<file path="src/rtl/sum_series_pkg.sv">
// Shared types and constants for the streaming series accumulator and its fp32 adder.
package sum_series_pkg;

    localparam int FP_W      = 32;
    localparam int FP_EXP_W  = 8;
    localparam int FP_FRAC_W = 23;
    localparam int GUARD_W   = 3;
    localparam int MANT_W    = FP_FRAC_W + 1 + GUARD_W;

    localparam logic [FP_W-1:0]     FP_QNAN    = 32'h7FC00000;
    localparam logic [FP_EXP_W-1:0] FP_EXP_MAX = 8'hFF;

    typedef enum logic [2:0] {IDLE, RUN, ALIGN, ADD, NORM, DONE} state_t;

    typedef enum logic {MODE_FP = 1'b0, MODE_INT = 1'b1} mode_t;

    typedef struct packed {
        logic                special;
        logic                special_inv;
        logic [FP_W-1:0]     special_val;
        logic                sign;
        logic [FP_EXP_W-1:0] exp;
        logic                eff_sub;
        logic [MANT_W-1:0]   mant_big;
        logic [MANT_W-1:0]   mant_small;
    } align_t;

    typedef struct packed {
        logic                special;
        logic                special_inv;
        logic [FP_W-1:0]     special_val;
        logic                sign;
        logic [FP_EXP_W-1:0] exp;
        logic [MANT_W:0]     mant;
    } sum_t;

    function automatic logic [4:0] lead_zeros(input logic [MANT_W-1:0] v);
        lead_zeros = 5'(MANT_W);
        for (int i = 0; i < MANT_W; i++) begin
            if (v[i]) lead_zeros = 5'(MANT_W - 1 - i);
        end
    endfunction

endpackage

</file>
<file path="src/rtl/fp32_add_unit.sv">
// Combinational fp32 adder split into align, add and normalise slices;
// the parent registers between slices so each takes one cycle.
module fp32_add_unit
    import sum_series_pkg::*;
(
    input  logic [FP_W-1:0] op_a,
    input  logic [FP_W-1:0] op_b,
    output align_t          align_out,
    input  align_t          align_in,
    output sum_t            add_out,
    input  sum_t            add_in,
    output logic [FP_W-1:0] norm_result,
    output logic            norm_overflow,
    output logic            norm_invalid
);

    logic                 sign_a, sign_b;
    logic [FP_EXP_W-1:0]  exp_a, exp_b;
    logic [FP_FRAC_W-1:0] frac_a, frac_b;
    logic                 a_zero, b_zero, a_nan, b_nan, a_inf, b_inf, a_big;
    logic [FP_W-2:0]      mag_a, mag_b;
    logic [FP_FRAC_W:0]   man_a, man_b;

    assign {sign_a, exp_a, frac_a} = op_a;
    assign {sign_b, exp_b, frac_b} = op_b;
    assign a_zero = (exp_a == '0);
    assign b_zero = (exp_b == '0);
    assign a_nan  = (exp_a == FP_EXP_MAX) && (frac_a != '0);
    assign b_nan  = (exp_b == FP_EXP_MAX) && (frac_b != '0);
    assign a_inf  = (exp_a == FP_EXP_MAX) && (frac_a == '0);
    assign b_inf  = (exp_b == FP_EXP_MAX) && (frac_b == '0);
    // Exponent-zero operands are flushed: no hidden bit and no fraction.
    assign mag_a  = a_zero ? '0 : op_a[FP_W-2:0];
    assign mag_b  = b_zero ? '0 : op_b[FP_W-2:0];
    assign man_a  = a_zero ? '0 : {1'b1, frac_a};
    assign man_b  = b_zero ? '0 : {1'b1, frac_b};
    assign a_big  = (mag_a >= mag_b);

    logic [FP_EXP_W-1:0] exp_big, exp_small, shift_amt;
    logic [MANT_W-1:0]   small_ext, shifted;
    logic                sticky;

    always_comb begin
        align_out = '0;
        exp_big   = a_big ? exp_a : exp_b;
        exp_small = a_big ? exp_b : exp_a;
        small_ext = {(a_big ? man_b : man_a), {GUARD_W{1'b0}}};
        shift_amt = exp_big - exp_small;
        if (shift_amt >= FP_EXP_W'(MANT_W)) begin
            shifted = '0;
            sticky  = |small_ext;
        end else begin
            shifted = small_ext >> shift_amt;
            sticky  = |(small_ext & ~({MANT_W{1'b1}} << shift_amt));
        end
        align_out.sign       = a_big ? sign_a : sign_b;
        align_out.exp        = exp_big;
        align_out.eff_sub    = sign_a ^ sign_b;
        align_out.mant_big   = {(a_big ? man_a : man_b), {GUARD_W{1'b0}}};
        align_out.mant_small = {shifted[MANT_W-1:1], shifted[0] | sticky};
        if (a_nan || b_nan || (a_inf && b_inf && (sign_a != sign_b))) begin
            align_out.special     = 1'b1;
            align_out.special_inv = 1'b1;
            align_out.special_val = FP_QNAN;
        end else if (a_inf) begin
            align_out.special     = 1'b1;
            align_out.special_val = op_a;
        end else if (b_inf) begin
            align_out.special     = 1'b1;
            align_out.special_val = op_b;
        end
    end

    always_comb begin
        add_out             = '0;
        add_out.special     = align_in.special;
        add_out.special_inv = align_in.special_inv;
        add_out.special_val = align_in.special_val;
        add_out.sign        = align_in.sign;
        add_out.exp         = align_in.exp;
        if (align_in.eff_sub) add_out.mant = {1'b0, align_in.mant_big} - {1'b0, align_in.mant_small};
        else                  add_out.mant = {1'b0, align_in.mant_big} + {1'b0, align_in.mant_small};
    end

    logic [4:0]        lz;
    logic [MANT_W-1:0] norm_mant;
    logic signed [9:0] exp_res;
    logic              unused_norm;

    always_comb begin
        norm_result   = '0;
        norm_overflow = 1'b0;
        norm_invalid  = 1'b0;
        lz            = '0;
        norm_mant     = '0;
        exp_res       = '0;
        if (add_in.special) begin
            norm_result  = add_in.special_val;
            norm_invalid = add_in.special_inv;
        end else if (add_in.mant != '0) begin
            if (add_in.mant[MANT_W]) begin
                norm_mant = add_in.mant[MANT_W:1];
                exp_res   = $signed({2'b00, add_in.exp}) + 10'sd1;
            end else begin
                lz        = lead_zeros(add_in.mant[MANT_W-1:0]);
                norm_mant = add_in.mant[MANT_W-1:0] << lz;
                exp_res   = $signed({2'b00, add_in.exp}) - $signed({5'b00000, lz});
            end
            // Truncating rounding: guard bits are simply dropped; underflow flushes to +0.
            if (exp_res >= 10'sd255) begin
                norm_result   = {add_in.sign, FP_EXP_MAX, {FP_FRAC_W{1'b0}}};
                norm_overflow = 1'b1;
            end else if (exp_res > 10'sd0) begin
                norm_result = {add_in.sign, exp_res[FP_EXP_W-1:0], norm_mant[MANT_W-2 -: FP_FRAC_W]};
            end
        end
    end

    assign unused_norm = ^{norm_mant[MANT_W-1], norm_mant[GUARD_W-1:0]};

endmodule

</file>
<file path="src/rtl/sum_series_stream.sv">
// Streaming series accumulator: sums count elements as uint32 (one per cycle)
// or fp32 (one per four cycles through a registered align/add/normalise pipe).
module sum_series_stream
    import sum_series_pkg::*;
#(
    parameter int MAX_N = 1024,
    parameter int CNT_W = $clog2(MAX_N + 1)
) (
    input  logic             clk,
    input  logic             reset,
    input  logic             start,
    input  logic             mode,
    input  logic [CNT_W-1:0] count,
    input  logic [31:0]      in_data,
    input  logic             in_valid,
    output logic             in_ready,
    output logic [31:0]      sum_output,
    output logic             done,
    output logic             busy,
    output logic             overflow,
    output logic             invalid
);

    state_t           state_q, state_d;
    mode_t            mode_q;
    logic [CNT_W-1:0] count_q, elem_cnt_q, elem_cnt_inc;
    logic [31:0]      acc_q, b_q, result_q;
    logic             overflow_q, invalid_q, accept;
    logic [32:0]      int_sum;
    align_t           align_d, align_q;
    sum_t             add_d, add_q;
    logic [31:0]      norm_result;
    logic             norm_overflow, norm_invalid;

    fp32_add_unit u_fp_add (
        .op_a          (acc_q),
        .op_b          (b_q),
        .align_out     (align_d),
        .align_in      (align_q),
        .add_out       (add_d),
        .add_in        (add_q),
        .norm_result   (norm_result),
        .norm_overflow (norm_overflow),
        .norm_invalid  (norm_invalid)
    );

    assign accept       = in_valid && in_ready;
    assign elem_cnt_inc = elem_cnt_q + CNT_W'(1);
    assign int_sum      = {1'b0, acc_q} + {1'b0, in_data};

    always_ff @(posedge clk or negedge reset) begin
        if (!reset) state_q <= IDLE;
        else        state_q <= state_d;
    end

    always_comb begin
        // NOTE: every output gets a default first so no path can infer a latch.
        state_d  = state_q;
        in_ready = 1'b0;
        done     = 1'b0;
        busy     = 1'b1;
        unique case (state_q)
            IDLE: begin
                busy = start;
                if (start) state_d = (count == '0) ? DONE : RUN;
            end
            RUN: begin
                in_ready = 1'b1;
                if (in_valid) begin
                    if (mode_q == MODE_FP)           state_d = ALIGN;
                    else if (elem_cnt_inc == count_q) state_d = DONE;
                end
            end
            ALIGN:   state_d = ADD;
            ADD:     state_d = NORM;
            NORM:    state_d = (elem_cnt_q == count_q) ? DONE : RUN;
            DONE: begin
                done    = 1'b1;
                state_d = IDLE;
            end
            default: state_d = IDLE;
        endcase
    end

    always_ff @(posedge clk or negedge reset) begin
        if (!reset) begin
            mode_q     <= MODE_FP;
            count_q    <= '0;
            elem_cnt_q <= '0;
            acc_q      <= '0;
            b_q        <= '0;
            result_q   <= '0;
            overflow_q <= 1'b0;
            invalid_q  <= 1'b0;
            align_q    <= '0;
            add_q      <= '0;
        end else begin
            // NOTE: non-blocking in clocked blocks so every register samples pre-edge values.
            if (state_q == IDLE && start) begin
                mode_q     <= mode_t'(mode);
                count_q    <= (count > CNT_W'(MAX_N)) ? CNT_W'(MAX_N) : count;
                elem_cnt_q <= '0;
                acc_q      <= '0;
                overflow_q <= 1'b0;
                invalid_q  <= 1'b0;
            end
            if (accept) begin
                elem_cnt_q <= elem_cnt_inc;
                if (mode_q == MODE_INT) begin
                    acc_q      <= int_sum[31:0];
                    overflow_q <= overflow_q | int_sum[32];
                end else begin
                    b_q <= in_data;
                end
            end
            if (state_q == ALIGN) align_q <= align_d;
            if (state_q == ADD)   add_q   <= add_d;
            if (state_q == NORM) begin
                acc_q      <= norm_result;
                overflow_q <= overflow_q | norm_overflow;
                invalid_q  <= invalid_q | norm_invalid;
            end
            if (state_q == DONE) result_q <= acc_q;
        end
    end

    // The final sum is visible during the done cycle and held afterwards.
    assign sum_output = (state_q == DONE) ? acc_q : result_q;
    assign overflow   = overflow_q;
    assign invalid    = invalid_q;

endmodule
</file>
<file path="config.mk">
export PLATFORM = sky130hd
export DESIGN_NAME = sum_series_stream
export DESIGN_NICKNAME = d
export VERILOG_FILES = /design/src/rtl/sum_series_pkg.sv /design/src/rtl/fp32_add_unit.sv /design/src/rtl/sum_series_stream.sv
export SDC_FILE = /design/constraint.sdc
export NUM_CORES = 1
export LEC_CHECK = 0
export ABC_AREA = 1
export BUFFER_PORTS_ARGS = -buffer_cell sky130_fd_sc_hd__buf_4
export CAP_MARGIN = 20
export CORE_UTILIZATION = 50
export DETAILED_ROUTE_END_ITERATION = 8
export GPL_TIMING_DRIVEN = 1
export PLACE_DENSITY = 0.76
export SYNTH_ARGS = -nofsm -noshare
export SYNTH_HDL_FRONTEND = slang
export SYNTH_SLANG_ARGS = --single-unit
export TNS_END_PERCENT = 1
</file>
<file path="constraint.sdc">
create_clock -name clk -period 7.75 [get_ports clk]
set_input_delay 0.775 -clock clk [delete_from_list [all_inputs] [get_ports clk]]
set_output_delay 0.775 -clock clk [all_outputs]
set_load 0.005 [all_outputs]
</file>
==> results.ini, run 1 <==
[min_path]
hold_class=in -> async

[detailed_routing]
wl_per_cell_um=21.2
drc=0
avgViaCountPerCell=5.95
vias=22000
drt_iter0_drc=2304
detail-route-antenna-nets=0
firstDrtPassIters=8
wirelength_mm=78.3

[floorplan]
die-area_um2=43500
rows=75
ioPinCount=85
dieWidth_um=209
core_um2=42000
dieHeight_um=209
start_util_pct=50.8

[grt]
grt_pass1_wl_mm=120
grt_overflow_total=0
grt_pass1_vias=20400
grt.total_usage_pct=35.8
grt_max_degree=161
antenna_found_initial=0

[final_layout]
utilization_pct=55.8
drive_above_1_share_pct=6.73
fin_nets=3301
final_cells=3691
area_growth_pct=9.94

[timing]
clock.fmax_mhz=157
period_minus_slack_ns=6.39
fin_worst_skew_ns=0.0233
setup_ws_ns=1.36
fin_setup_tns_ns=0
slew_violations=0
setup_viol=0
rsz0062_at_grt=no
timing.final.crit_share_pct=82.4
tightest_slew_ns=1.18
max-slew-margin-rel_pct=20.8
finalHoldViolCount=0

[logic_synthesis]
async_flop_share_pct=100
synth-edff-count=0
synthFlopType=dfrtp_1
synth_area_um2=21300
ys_warn_count=0
yosys.cell_types.count=65
syn_inst=3128
synth.net_count=3300
seq_area_frac_synth_pct=34.0
ys_ff_latch=290
syn_avg_cell_area_um2=6.82

[critical_path]
arrival_ns=6.85
slowest_delay_ns=0.76
crit_path_frequent_cell=nand2_1
path_cells=inv_1, nand4_1, nor2_1, inv_1, nand2_1, ha_1, a21oi_1, o21a_1, o221ai_1, nand3_1, nand2_1, nand2_2, nand3_4, inv_4, nand2_1, nand3_1, nand2_1, a21oi_2, nand3_2, a21oi_4, nand4_4, nor2_4, inv_2, o22ai_1
cp_max_fo=82
crit_slowest_cell=a21oi_4
cp_top_family=simple AND/OR/NAND/NOR gates
crit_path_start=b_q[27]$_DFFE_PN0P_
path_buf_inv=4
crit_type=reg -> reg
critPathRequiredTime_ns=8.21
cp-start-kind=flip-flop
end_kind=flip-flop
reg2reg_from=b_q[27]$_DFFE_PN0P_

[clock_network]
htreeDepth=2
clk_path_buf_depth=3
root_buffer=clkbuf_16
clkTransAtPathRegs_ns=0.06
clock_sinks=290
clk_latency_ns=0.56
cts.repair.resized=0
cts_hold_buffers=0
cts_tree=yes
cts_buffers=35
cts_setup_buffers=0

[run]
cap_violations=0

[placement]
io_buffers=84
place_congestion=0.976
place_worst_setup_slack_ns=1.53
dp_hpwl_mm=58.9
place_inst=3629

[status]
outcome=finished clean

## cells by family after synthesis
logic type	count (synthesis)	synth area share [%]
fa+ha+maj	124	7.37
simple gates	1397	27.5
compound gates	749	19.5
buf+inv	507	9.14
flops	290	34.0
mux	4	0.199
xor+xnor	57	2.34
## registers in the layout (all words and copies together), names as in the netlist
signal / cells
acc_q: 32
add_q: 71
align_q: 95
b_q: 32
count_q: 11
elem_cnt_q: 11
invalid: 1
mode_q: 1
overflow: 1
result_q: 32
state_q: 3
## final cells by class
| class | count | area [um^2] |
|---|---|---|
| inverters | 360 | 1350 |
| flip-flops and latches | 290 | 7260 |
| clock inverters | 12 | 131 |
| well taps | 539 | 674 |
| clock buffers | 47 | 1000 |
| fillers | 4064 | 18600 |
| diodes | 1 | 2.50 |
| repair buffers | 111 | 893 |
| multi-input cells | 2331 | 12200 |
## cells in the mapped netlist (4+ instances only)
cell type	instances	area share [%]
nand2_1	838	15
inv_1	348	6.1
o21ai_0	301	7.1
dfrtp_1	290	34
a21oi_1	259	6.1
nand3_1	234	5.5
nor2_1	205	3.6
clkbuf_1	121	2.1
ha_1	121	7.1
xor2_1	49	2.0
nand4_1	41	1.2
o22ai_1	34	1.0
o21ai_1	26	0.61
nor3_1	24	0.56
nor4_1	24	0.70
a21boi_0	19	0.67
a31oi_1	16	0.47
o211ai_1	16	0.56
buf_1	12	0.21
o311ai_0	10	0.41
a22oi_1	9	0.32
buf_2	9	0.21
nand2_2	8	0.23
xnor2_1	8	0.33
a21o_1	7	0.25
inv_2	6	0.11
o31ai_1	6	0.21
a21oi_2	5	0.21
clkinv_1	5	0.088
o21a_1	5	0.18
o21bai_1	5	0.18
or2_2	5	0.15
a221o_1	4	0.19
o21ai_2	4	0.16
o221ai_1	4	0.16
## cell usage in the layout, fill, tap and decap left out, drive strengths merged, types with 6 or more instances in the layout
cell    count
o211ai     16
clkinv     11
o21ai     331
ha        121
nor3       25
clkbuf     48
nand3     237
o31ai       6
a21oi     265
buf       110
a21boi     21
dfrtp     290
nand4      42
a21o        7
inv       358
nor2      207
xor2       49
nor4       24
nand2     848
o311ai     11
o22ai      34
a31oi      16
a22oi       9
xnor2       8
## final timing paths
check	cells after the start	slack, ns	end
max	24	1.36	align_q[24]$_DFFE_PN0P_
min	1	0.15	b_q[27]$_DFFE_PN0P_
max reg2reg	24	1.36	align_q[24]$_DFFE_PN0P_
min reg2reg	2	0.47	align_q[80]$_DFFE_PN0P_
max in group asynchronous	2	6.25	result_q[5]$_DFF_PN0_
min in group clk	3	0.43	mode_q$_DFFE_PN0P_
## per-stage QoR
stage | area, um^2 | hold WS, ns
after global placement | 22300 | 0.448
after floorplan | 21300 | 0.436
after detailed placement | 22300 | 0.453
final | 23500 | 0.147
after CTS | 23400 | 0.162
after global routing | 23500 | 0.198
## layer usage
| metal | vias up | track usage, % | part of all wire (%) | wire, um |
|---|---|---|---|---|
| li1 | 10400 | - | - | - |
| met1 | 10300 | 49.4 | 43 | 33400 |
| met2 | 1055 | 55.1 | 44 | 34400 |
| met3 | 168 | 7.63 | 9.5 | 7410 |
| met4 | 0 | 13.5 | 3.9 | 3050 |
| met5 | - | 0 | 0 | 0 |
## worst reg2reg max path: cells and delay by family (launching register included)
family	cells	cell delay, ns
and+or+nand+nor	13	2.63
DFF	1	0.42
buffers and inverters	4	1.46
AOI/OAI and AO/OA	6	1.50
adders and majority gates	1	0.28
Power of run 1 is left out: the tool's default activity adds up to more than one toggle a clock period on the data nets, which glitch-free logic cannot reach.
==> run 2, diff against run 1 <==
ABC_AREA = 0   (was 1)
clock period = 6.1 ns   (was 7.75 ns; I/O delays follow)
==> results.ini, run 2 <==
[status]
outcome=finished, violations left
violations=design-rule violations

[final_layout]
seq_area_um2=7260  ; unchanged
largest_register_ffs=95  ; unchanged
layout_common_cells=nand2_1 (366), dfrtp_1 (290), nor2_1 (213)
fin_nets=2823  ; -14%
multi_input_area_um2=13400  ; +10%
final_common_cell=nand2_1
drive_above_1_share_pct=13.4  ; +6.7 points
reg_top3=align_q: 95 flops, add_q: 71 flops
area_growth_pct=12.1
nFillCells=3854  ; -5.2%
top_register=align_q

[grt]
grt_max_degree=129  ; -20%
grt.total_usage_pct=35.7  ; -0.071 points
grt_pass1_vias=19600  ; -3.9%
grt_overflow_total=0  ; unchanged
grt_pass1_wl_mm=121  ; +0.70%
antenna_found_initial=3  ; +3

[critical_path]
crit_path_frequent_cell=nor2_1
path_cells=nor4_2, nand2_1, buf_4, and2_1, ha_1, nand4_1, nor4_1, o21a_1, nor2_4, nor2_1, a21oi_1, ha_1, o31a_1, a211oi_4, mux2i_1, or4b_4, nor2_1, nand3_2, nor2_1, a22o_1
r2r_cells=20  ; -17%
worst_r2r_endpoint=align_q[25]$_DFFE_PN0P_
arrival_ns=6.20  ; -0.65 ns
path_depth=20  ; -17%
cp-start-kind=flip-flop
crit_type=reg -> reg
rrSetupSlack_ns=0.41  ; -0.95 ns
end_kind=flip-flop
path_buf_inv=1  ; -3
slowest_delay_ns=0.68  ; -0.08 ns
reg2reg_from=acc_q[23]$_DFF_PN0_
cp_max_fo=26  ; -68%
crit_slowest_cell=or4b_4
cp_top_family=simple AND/OR/NAND/NOR gates
critPathRequiredTime_ns=6.61  ; -1.60 ns

[clock_network]
clk_latency_ns=0.59  ; +0.03 ns
clock_sinks=290  ; unchanged
clk_path_buf_depth=3  ; unchanged
htreeDepth=2  ; unchanged
root_buffer=clkbuf_16
clkTransAtPathRegs_ns=0.06  ; about the same
cts_setup_buffers=0  ; unchanged
cts_buffers=34  ; -2.9%
cts_tree=yes

[logic_synthesis]
yosysMostFrequentCell=nand2_1
ys_ff_latch=290  ; unchanged
yosysTopAreaCellShare_pct=33.4  ; -0.55 points
yosys.area.top_type=dfrtp_1
async_flop_share_pct=100  ; unchanged
syn_avg_cell_area_um2=8.24  ; +21%
syn_inst=2633  ; -16%
yosys.cell_types.count=86  ; +32%
seq_area_frac_synth_pct=33.4  ; -0.55 points
synth_common_cells=nand2_1 (368), dfrtp_1 (290), nor2_1 (215)
synth-edff-count=0  ; unchanged
synth.net_count=2805  ; -15%
synth_area_um2=21700  ; +1.7%
synthFlopType=dfrtp_1
ys_warn_count=0  ; unchanged
synth_area_leaders=dfrtp_1 (33%), ha_1 (7.0%), nand2_1 (6.4%), o21ai_0 (4.5%), mux2_2 (4.2%)

[detailed_routing]
avgViaCountPerCell=6.39  ; +7.5%
detail-route-antenna-nets=0  ; unchanged
wirelength_mm=78.6  ; +0.42%
drc=2  ; +2
vias=20800  ; -5.3%
wl_per_cell_um=24.2  ; +14%
drt_iter0_drc=2817  ; +22%
firstDrtPassIters=9  ; +1

[floorplan]
ioPinCount=85  ; unchanged
die-area_um2=44200  ; +1.6%
start_util_pct=51.2  ; +0.38 points
rows=75  ; unchanged
dieWidth_um=210  ; +0.81%
core_um2=42400  ; +0.89%
dieHeight_um=210  ; +0.81%

[timing]
tightest_slew_ns=1.15  ; -0.0204 ns
rsz0062_at_grt=no
max-slew-margin-rel_pct=22.5  ; +1.6 points
finalHoldViolCount=0  ; unchanged
setup_viol=0  ; unchanged
fin_setup_tns_ns=0  ; unchanged
fin_worst_skew_ns=0.0417  ; +0.0184 ns
slew_violations=0  ; unchanged
clock.fmax_mhz=176  ; +12%
period_minus_slack_ns=5.69  ; -0.695 ns
timing.final.crit_share_pct=93.3  ; +11 points

[placement]
dp_hpwl_mm=59.8  ; +1.6%
place_congestion=1.06  ; +8.8%
io_buffers=84  ; unchanged

[min_path]
hold_class=in -> async

[run]
cap_violations=0  ; unchanged

==> run 2: cell count changes in the layout (fill, tap and decap cells not counted), moves of 51 or more <==
cell     previous run  this run
nand2_1           837       366
inv_1             347       108
nand3_1           234        59
o21ai_0           301       194
a21oi_1           259       176
mux2_2              2        80
mux2i_1             2        73
buf_4             106       159
xnor2_1             8        59
==> run 2: worst max-delay path by stage <==
stage / from / end / slack (ns)
3_5_place_dp: b_q[24]$_DFFE_PN0P_ / align_q[24]$_DFFE_PN0P_ / 0.22
5_1_grt: b_q[24]$_DFFE_PN0P_ / align_q[25]$_DFFE_PN0P_ / 0.06
2_1_floorplan: acc_q[27]$_DFF_PN0_ / align_q[2]$_DFFE_PN0P_ / 0.01
3_3_place_gp: b_q[24]$_DFFE_PN0P_ / align_q[19]$_DFFE_PN0P_ / 0.30
6_report: acc_q[23]$_DFF_PN0_ / align_q[25]$_DFFE_PN0P_ / 0.41
4_1_cts: b_q[24]$_DFFE_PN0P_ / align_q[24]$_DFFE_PN0P_ / 0.20
==> run 2: timing repair <==
action	4_1_cts	5_1_grt
hold buffers	0	0
gates resized for setup	0	2
endpoints found under the setup margin	0	13
==> run 2: worst register-to-register path: cells and delay by family (launching register included) <==
kind,cells,cell delay [ns]
mux,1,0.12
flops,1,0.40
buf+inv,1,0.24
compound gates,5,1.09
fa+ha+maj,2,0.56
simple gates,11,3.19
==> run 2: cell families (layout without fill, tap and decap cells) <==
group                    Yosys count  after routing  synth area share, %
AO/OA/AOI/OAI                    736            736                 21.9
XOR/XNOR                          89             89                 3.59
adder cells (fa/ha/maj)          127            127                 7.39
buffers and inverters            289            332                 5.15
flip-flops                       290            290                 33.4
multiplexers                     165            165                 8.76
other                              0              1                    0
AND/OR/NAND/NOR                  937            937                 19.8
==> run 2: area by class of cell <==
class | count | share of cell area, %
diodes | 1 | 0.0103
clock inverters | 20 | 1.48
multi-input cells | 2054 | 55.1
flip-flops and latches | 290 | 29.8
inverters | 110 | 1.70
repair buffers | 161 | 5.05
well taps | 577 | 2.97
clock buffers | 41 | 3.85
==> run 2: metrics by stage <==
step	util [%]	std cells	setup slack (ns)	hold WS [ns]	area [um^2]
detailed placement	54.3	3192	0.217	0.462	23000
floorplan	-	2633	0.0101	0.314	21700
global placement	54.3	3192	0.303	0.455	23000
global route	57.3	3253	0.0560	0.0829	24300
CTS	57.3	3253	0.203	0.0506	24300
finish	57.3	3254	0.409	0.0381	24300
==> run 2: metal layers <==
| metal | part of all wire [%] | GRT usage (%) | vias up |
|---|---|---|---|
| met5 | 0.011 | 0 | - |
| met4 | 3.5 | 12.3 | 2 |
| met3 | 10 | 6.73 | 186 |
| met2 | 44 | 54.2 | 1170 |
| met1 | 43 | 51.0 | 9928 |
| li1 | - | - | 9518 |
Power of run 2 is left out for the same reason.
